### src/rtl/game_sequencer.sv
// game_sequencer
//   Top-level play controller for the note engine. Owns the beat timebase
//   (game_frame), judges key presses against the engine's current note,
//   keeps score/miss counts and runs the IDLE/PLAY/PAUSED/DONE game flow.
//
// Ports
//   game_clock  : the only clock
//   reset       : synchronous, active-high
//   start       : one-cycle pulse, begins or restarts a game
//   pause       : one-cycle pulse, toggles PLAY/PAUSED
//   key_press   : debounced key levels, bit k = key k
//   curr_note   : engine one-hot current note (0 = rest)
//   hold_length : engine beat length of the current note
//   game_frame  : beat counter fed to the engine
//   state       : 0=IDLE 1=PLAY 2=PAUSED 3=DONE
//   score       : accumulated score, saturating at 1023
//   misses      : miss count, saturating at 15
//   hit_pulse   : one cycle per judged hit
//   miss_pulse  : one cycle per judged miss
//   won         : valid in DONE, 1 = song completed
module game_sequencer #(
  parameter int TICKS_PER_BEAT = 16,
  parameter int SONG_BEATS     = 66,
  parameter int MAX_MISSES     = 3
) (
  input  logic        game_clock,
  input  logic        reset,
  input  logic        start,
  input  logic        pause,
  input  logic [11:0] key_press,
  input  logic [11:0] curr_note,
  input  logic [3:0]  hold_length,
  output logic [7:0]  game_frame,
  output logic [1:0]  state,
  output logic [9:0]  score,
  output logic [3:0]  misses,
  output logic        hit_pulse,
  output logic        miss_pulse,
  output logic        won
);

  localparam logic [1:0] IDLE   = 2'd0;
  localparam logic [1:0] PLAY   = 2'd1;
  localparam logic [1:0] PAUSED = 2'd2;
  localparam logic [1:0] DONE   = 2'd3;

  localparam logic [15:0] TICK_LAST  = 16'(TICKS_PER_BEAT - 1);
  localparam logic [7:0]  SONG_END   = 8'(SONG_BEATS);
  localparam logic [3:0]  MISS_LIMIT = 4'(MAX_MISSES);

  logic [15:0] tick_count;
  logic [11:0] key_prev;
  logic [11:0] note_reg;
  logic [3:0]  note_len;
  logic [3:0]  note_beats;
  logic        hit_done;
  logic        window_open;
  // Counts down to the note load; 3 is set on the scheduling edge so the
  // load samples the engine two cycles after the new frame becomes visible.
  logic [1:0]  load_count;

  logic [11:0] press;
  logic        frame_step;
  logic        judge;
  logic        press_hit;
  logic        press_miss;
  logic        closing;
  logic        close_miss;
  logic [10:0] score_sum;
  logic [9:0]  score_next;
  logic [3:0]  misses_next;
  logic [3:0]  hold_eff;

  assign press       = key_press & ~key_prev;
  assign frame_step  = (tick_count == TICK_LAST);
  assign judge       = window_open && (press != 12'd0) && !hit_done;
  assign press_hit   = judge && (note_reg != 12'd0) && (press == note_reg);
  assign press_miss  = judge && !press_hit;
  // Window closes on the frame step that takes note_beats from 1 to 0; a hit
  // judged on that same edge suppresses the close miss.
  assign closing     = frame_step && window_open && (note_beats == 4'd1);
  assign close_miss  = closing && (note_reg != 12'd0) && !hit_done && !press_hit;
  assign score_sum   = {1'b0, score} + {7'd0, note_len};
  assign score_next  = (score_sum > 11'd1023) ? 10'h3FF : score_sum[9:0];
  assign misses_next = (misses == 4'hF) ? misses : misses + 4'd1;
  assign hold_eff    = (hold_length == 4'd0) ? 4'd1 : hold_length;

  // Game flow, timebase and judging. start outranks everything but reset;
  // inside PLAY the end-of-game check outranks pause and normal play.
  always_ff @(posedge game_clock) begin
    if (reset) begin
      state       <= IDLE;
      game_frame  <= 8'd0;
      score       <= 10'd0;
      misses      <= 4'd0;
      hit_pulse   <= 1'b0;
      miss_pulse  <= 1'b0;
      won         <= 1'b0;
      tick_count  <= 16'd0;
      key_prev    <= 12'd0;
      note_reg    <= 12'd0;
      note_len    <= 4'd0;
      note_beats  <= 4'd0;
      hit_done    <= 1'b0;
      window_open <= 1'b0;
      load_count  <= 2'd0;
    end else begin
      // Key history tracks in every state so a key held across pause or
      // restart is never seen as a new press.
      key_prev   <= key_press;
      hit_pulse  <= 1'b0;
      miss_pulse <= 1'b0;
      if (start) begin
        state       <= PLAY;
        game_frame  <= 8'd0;
        score       <= 10'd0;
        misses      <= 4'd0;
        won         <= 1'b0;
        tick_count  <= 16'd0;
        note_reg    <= 12'd0;
        note_beats  <= 4'd0;
        hit_done    <= 1'b0;
        window_open <= 1'b0;
        load_count  <= 2'd3;
      end else begin
        case (state)
          PLAY: begin
            if (misses >= MISS_LIMIT) begin
              state <= DONE;
              won   <= 1'b0;
            end else if (game_frame >= SONG_END) begin
              state <= DONE;
              won   <= 1'b1;
            end else if (pause) begin
              state <= PAUSED;
            end else begin
              tick_count <= frame_step ? 16'd0 : tick_count + 16'd1;
              if (frame_step && (game_frame != 8'hFF))
                game_frame <= game_frame + 8'd1;
              if (press_hit) begin
                score     <= score_next;
                hit_done  <= 1'b1;
                hit_pulse <= 1'b1;
              end
              if (press_miss || close_miss) begin
                misses     <= misses_next;
                miss_pulse <= 1'b1;
              end
              if (frame_step && window_open) begin
                note_beats <= note_beats - 4'd1;
                if (closing) begin
                  window_open <= 1'b0;
                  load_count  <= 2'd3;
                end
              end
              // A load can never coincide with a close: the load lands three
              // cycles after the close and a beat is at least four cycles.
              if (load_count == 2'd1) begin
                note_reg    <= curr_note;
                note_len    <= hold_eff;
                note_beats  <= hold_eff;
                hit_done    <= 1'b0;
                window_open <= 1'b1;
                load_count  <= 2'd0;
              end else if (load_count != 2'd0) begin
                load_count <= load_count - 2'd1;
              end
            end
          end
          PAUSED: begin
            if (pause)
              state <= PLAY;
          end
          default: ;
        endcase
      end
    end
  end

endmodule

### config.mk
export PLATFORM = sky130hd
export DESIGN_NAME = game_sequencer
export DESIGN_NICKNAME = d
export VERILOG_FILES = /design/src/rtl/game_sequencer.sv
export SDC_FILE = /design/constraint.sdc
export NUM_CORES = 1
export LEC_CHECK = 0
export CAP_MARGIN = 0
export CORE_MARGIN = 3
export CORE_UTILIZATION = 30
export CTS_BUF_LIST = sky130_fd_sc_hd__clkbuf_4
export DETAILED_ROUTE_END_ITERATION = 16
export GPL_ROUTABILITY_DRIVEN = 0
export GPL_TIMING_DRIVEN = 0
export PLACE_DENSITY = 0.55
export SLEW_MARGIN = 10
export SYNTH_ARGS = -nofsm -noshare
export SYNTH_HDL_FRONTEND = slang
export SYNTH_SLANG_ARGS = --single-unit
export TNS_END_PERCENT = 30
### constraint.sdc
create_clock -name game_clock -period 2.1 [get_ports game_clock]
set_input_delay 0.42 -clock game_clock [delete_from_list [all_inputs] [get_ports game_clock]]
set_output_delay 0.42 -clock game_clock [all_outputs]
set_load 0.005 [all_outputs]
==> impl_results.md <==
- Final setup vio count: 38
- Fill cells: 1245
- Vias in the first global route: 3514
- Footprint of the multi-input gates: 2420 sq um
- CTS sink cnt: 79
- Failing checks: setup timing
- Commonest non-fill, non-tap cell in the layout: dfxtp_1
- Synthesized cell area: 3830 sq um
- Outcome: complete, but fails checks
- Wire per inst: 14.8 um
- Register Area: 1590 sq um
- Die H: 119 um
- Share of layout cells above drive strength 1: 20.6%
- Max FFs per register: 16
- Worst reg2reg setup slack: -100 ps
- First-pass GRT wire length: 17200 um
- Tmin final: 2200 ps
- Worst min-delay path class: reg2reg
- Dpl cells: 672
- Avg Cell Area, Syn: 8.58 sq um
- Final Hold Fails: 0
- CTS Buf Count: 9
- Total track usage: 14.9%
- Max cap viols: 0
- Final slew viol count: 0
- Residual DRC count: 0
- Hold EP: note_len[2]
- Port Buffers: 57
- Syn nets: 492
- VDD IR max: 250 uV
- Slew margin rel.: 46.5%
- DR vias: 3568
- Vias per inst: 5.00
- Final hold slack: 474 ps
- Hold Startpoint: note_len[2]
- WP data required: 2470 ps
- Critical path peak fanout: 6
- Ratio of final minimum period to clock period: 105%
- CTS tree: yes
- Largest net degree at the start of global routing: 13
- Die Width: 119 um
- Final wirelength: 10500 um
- Synth cell types: 52
- Most frequent cells in the layout: 74 x dfxtp_1, 57 x clkdlybuf4s50_1, 42 x nand2_1, 29 x nor2_1, 28 x a21oi_1
- Die area: 14200 sq um
- Hold depth: 2
- ANT nets after route: 0
- Initial antenna violation count: 0
- Top Ports: 59
- Core Box Area: 12300 sq um
- Cell row count: 40
- Clk buf depth: 2
- Achievable Freq: 454 MHz
- Register area share after synthesis: 41.2%
- Root Buffer: clkbuf_4
- Clk_lat worst skew: 430 ps
- Depth of the most critical reg-to-reg path: 10
- Hold_buf cts: 0
- HPWL Detailed: 7280 um
- Starting density of the core: 31.3%
- Drt first-iter violations: 290
- GRT overflow: 0
- Yosys reg bits: 79
- Nets: 586
- Layout area overhead: 41.5%
- TritonRoute pass-1 iters: 4
- Static leakage: 1.94 nW
- Final WS setup: -101 ps
- Final Non-Filler Cells: 713
- Worst Path Class, Setup: reg2reg
- Antenna diodes: 0
- Synth Warn #: 0
- R2R Path End: hit_done
- WP data arrival: 2570 ps
- H-tree levels: 3
- Crit start category: flop
- Fin util: 44.3%
- Clk slew on worst S/H paths: 130 ps
- Slew @ Worst Pin: 800 ps
- RSZ-0062 raised after global routing: true
- Critical Path End Type: flop
- Clk_skew: 13.4 ps
- Reg2Reg Launch Point: game_frame[5]
- Pwr Density: 538 nW/um^2
- Cell count after synthesis: 447
power breakdown:
| group | internal, W | switching [W] |
|---|---|---|
| sequential | 0.00152 | 0.0000106 |
| clock | 0.000603 | 0.000526 |
| combinational | 0.000131 | 0.000132 |
| total | 0.00225 | 0.000668 |
metal layers:
layer	GRT usage, %	wire (um)	vias to the layer above
met5	0	0	-
met4	4.92	159	0
met2	23.5	4790	86
met1	20.2	5020	1696
li1	-	-	1773
met3	3.13	561	13
cell usage after synthesis, drive strengths merged:
cell type	n	share of area (%)
and4	3	0.72
mux2i	5	1.3
or4	2	0.49
a31oi	4	0.65
or2	1	0.16
a41oi	3	0.69
and3	6	1.0
nor4b	2	0.46
o21a	1	0.20
a21o	3	0.59
o211a	1	0.26
nor2	37	3.6
clkbuf	8	0.88
o31ai	1	0.55
xor2	4	0.91
dfxtp	79	41
xnor2	28	6.4
a21oi	33	4.3
mux2	1	0.29
nand3b	1	0.20
and2	9	1.5
nand2b	3	0.49
a22o	1	0.23
nand4b	2	0.46
nand2	44	4.3
nor4	15	2.4
inv	19	1.9
nor2b	27	4.6
buf	7	1.4
a31o	2	0.46
a311oi	4	0.91
or2b	1	0.20
ha	12	3.9
nor3b	2	0.39
a221oi	1	0.23
a211oi	10	2.1
or3	6	0.98
nand4	15	2.4
nor3	18	2.3
fa	1	0.52
o21ai	17	2.2
nand3	8	1.0
metrics by stage:
stage          instance area (sq um)  setup slack (ps)  setup TNS (ps)  power [W]
3_5_place_dp                    4630              -877          -24290    0.00180
5_1_grt                         5430              -215           -7120    0.00304
4_1_cts                         5230             -95.0           -1520    0.00295
3_3_place_gp                    4630              -812          -22290    0.00179
2_1_floorplan                   3850             -36.4            -461    0.00169
6_report                        5430              -101           -2270    0.00292
critical path, stage by stage (launching register included):
cell and delay [ps]:
dfxtp_4 360, or4_4 540, o31ai_4 260, and3_4 230, buf_6 100, nor2b_4 140
buf_6 130, buf_6 120, buf_4 110, a21oi_2 50, nor3_1 110
cell type report:
type | count | share of cell area, %
clock inverters | 5 | 1.80
multi-input cells | 334 | 44.6
repair buffers | 83 | 15.4
flip-flops and latches | 79 | 29.3
well taps | 168 | 3.87
clock buffers | 10 | 1.38
plain buffers | 15 | 2.35
inverters | 19 | 1.31
logic make-up after synthesis:
group | Yosys count | share of synthesized area (%)
compound gates | 81 | 13.4
xor+xnor | 32 | 7.31
fa+ha+maj | 13 | 4.44
buf+inv | 34 | 4.11
flops | 79 | 41.2
mux | 6 | 1.60
simple gates | 202 | 27.9
worst max-delay path by stage:
stage / startpoint / to / slack, ps
after floorplan: game_frame[5] / tick_count[10] / -40
after CTS: game_frame[5] / score[6] / -100
after global routing: game_frame[5] / game_frame[4] / -210
after global placement: key_press[0] / score[4] / -810
final: game_frame[5] / hit_done / -100
after detailed placement: key_press[0] / score[1] / -880
what timing repair did:
action                     4_1_cts  5_1_grt
gates cloned                     1        1
setup endpoints to repair       56       58
resized for setup               64       35
hold endpoints to repair         0        0
pin swaps                       31       25
buffers inserted                18        6
No activity file was read; power rests on OpenSTA's default activity.
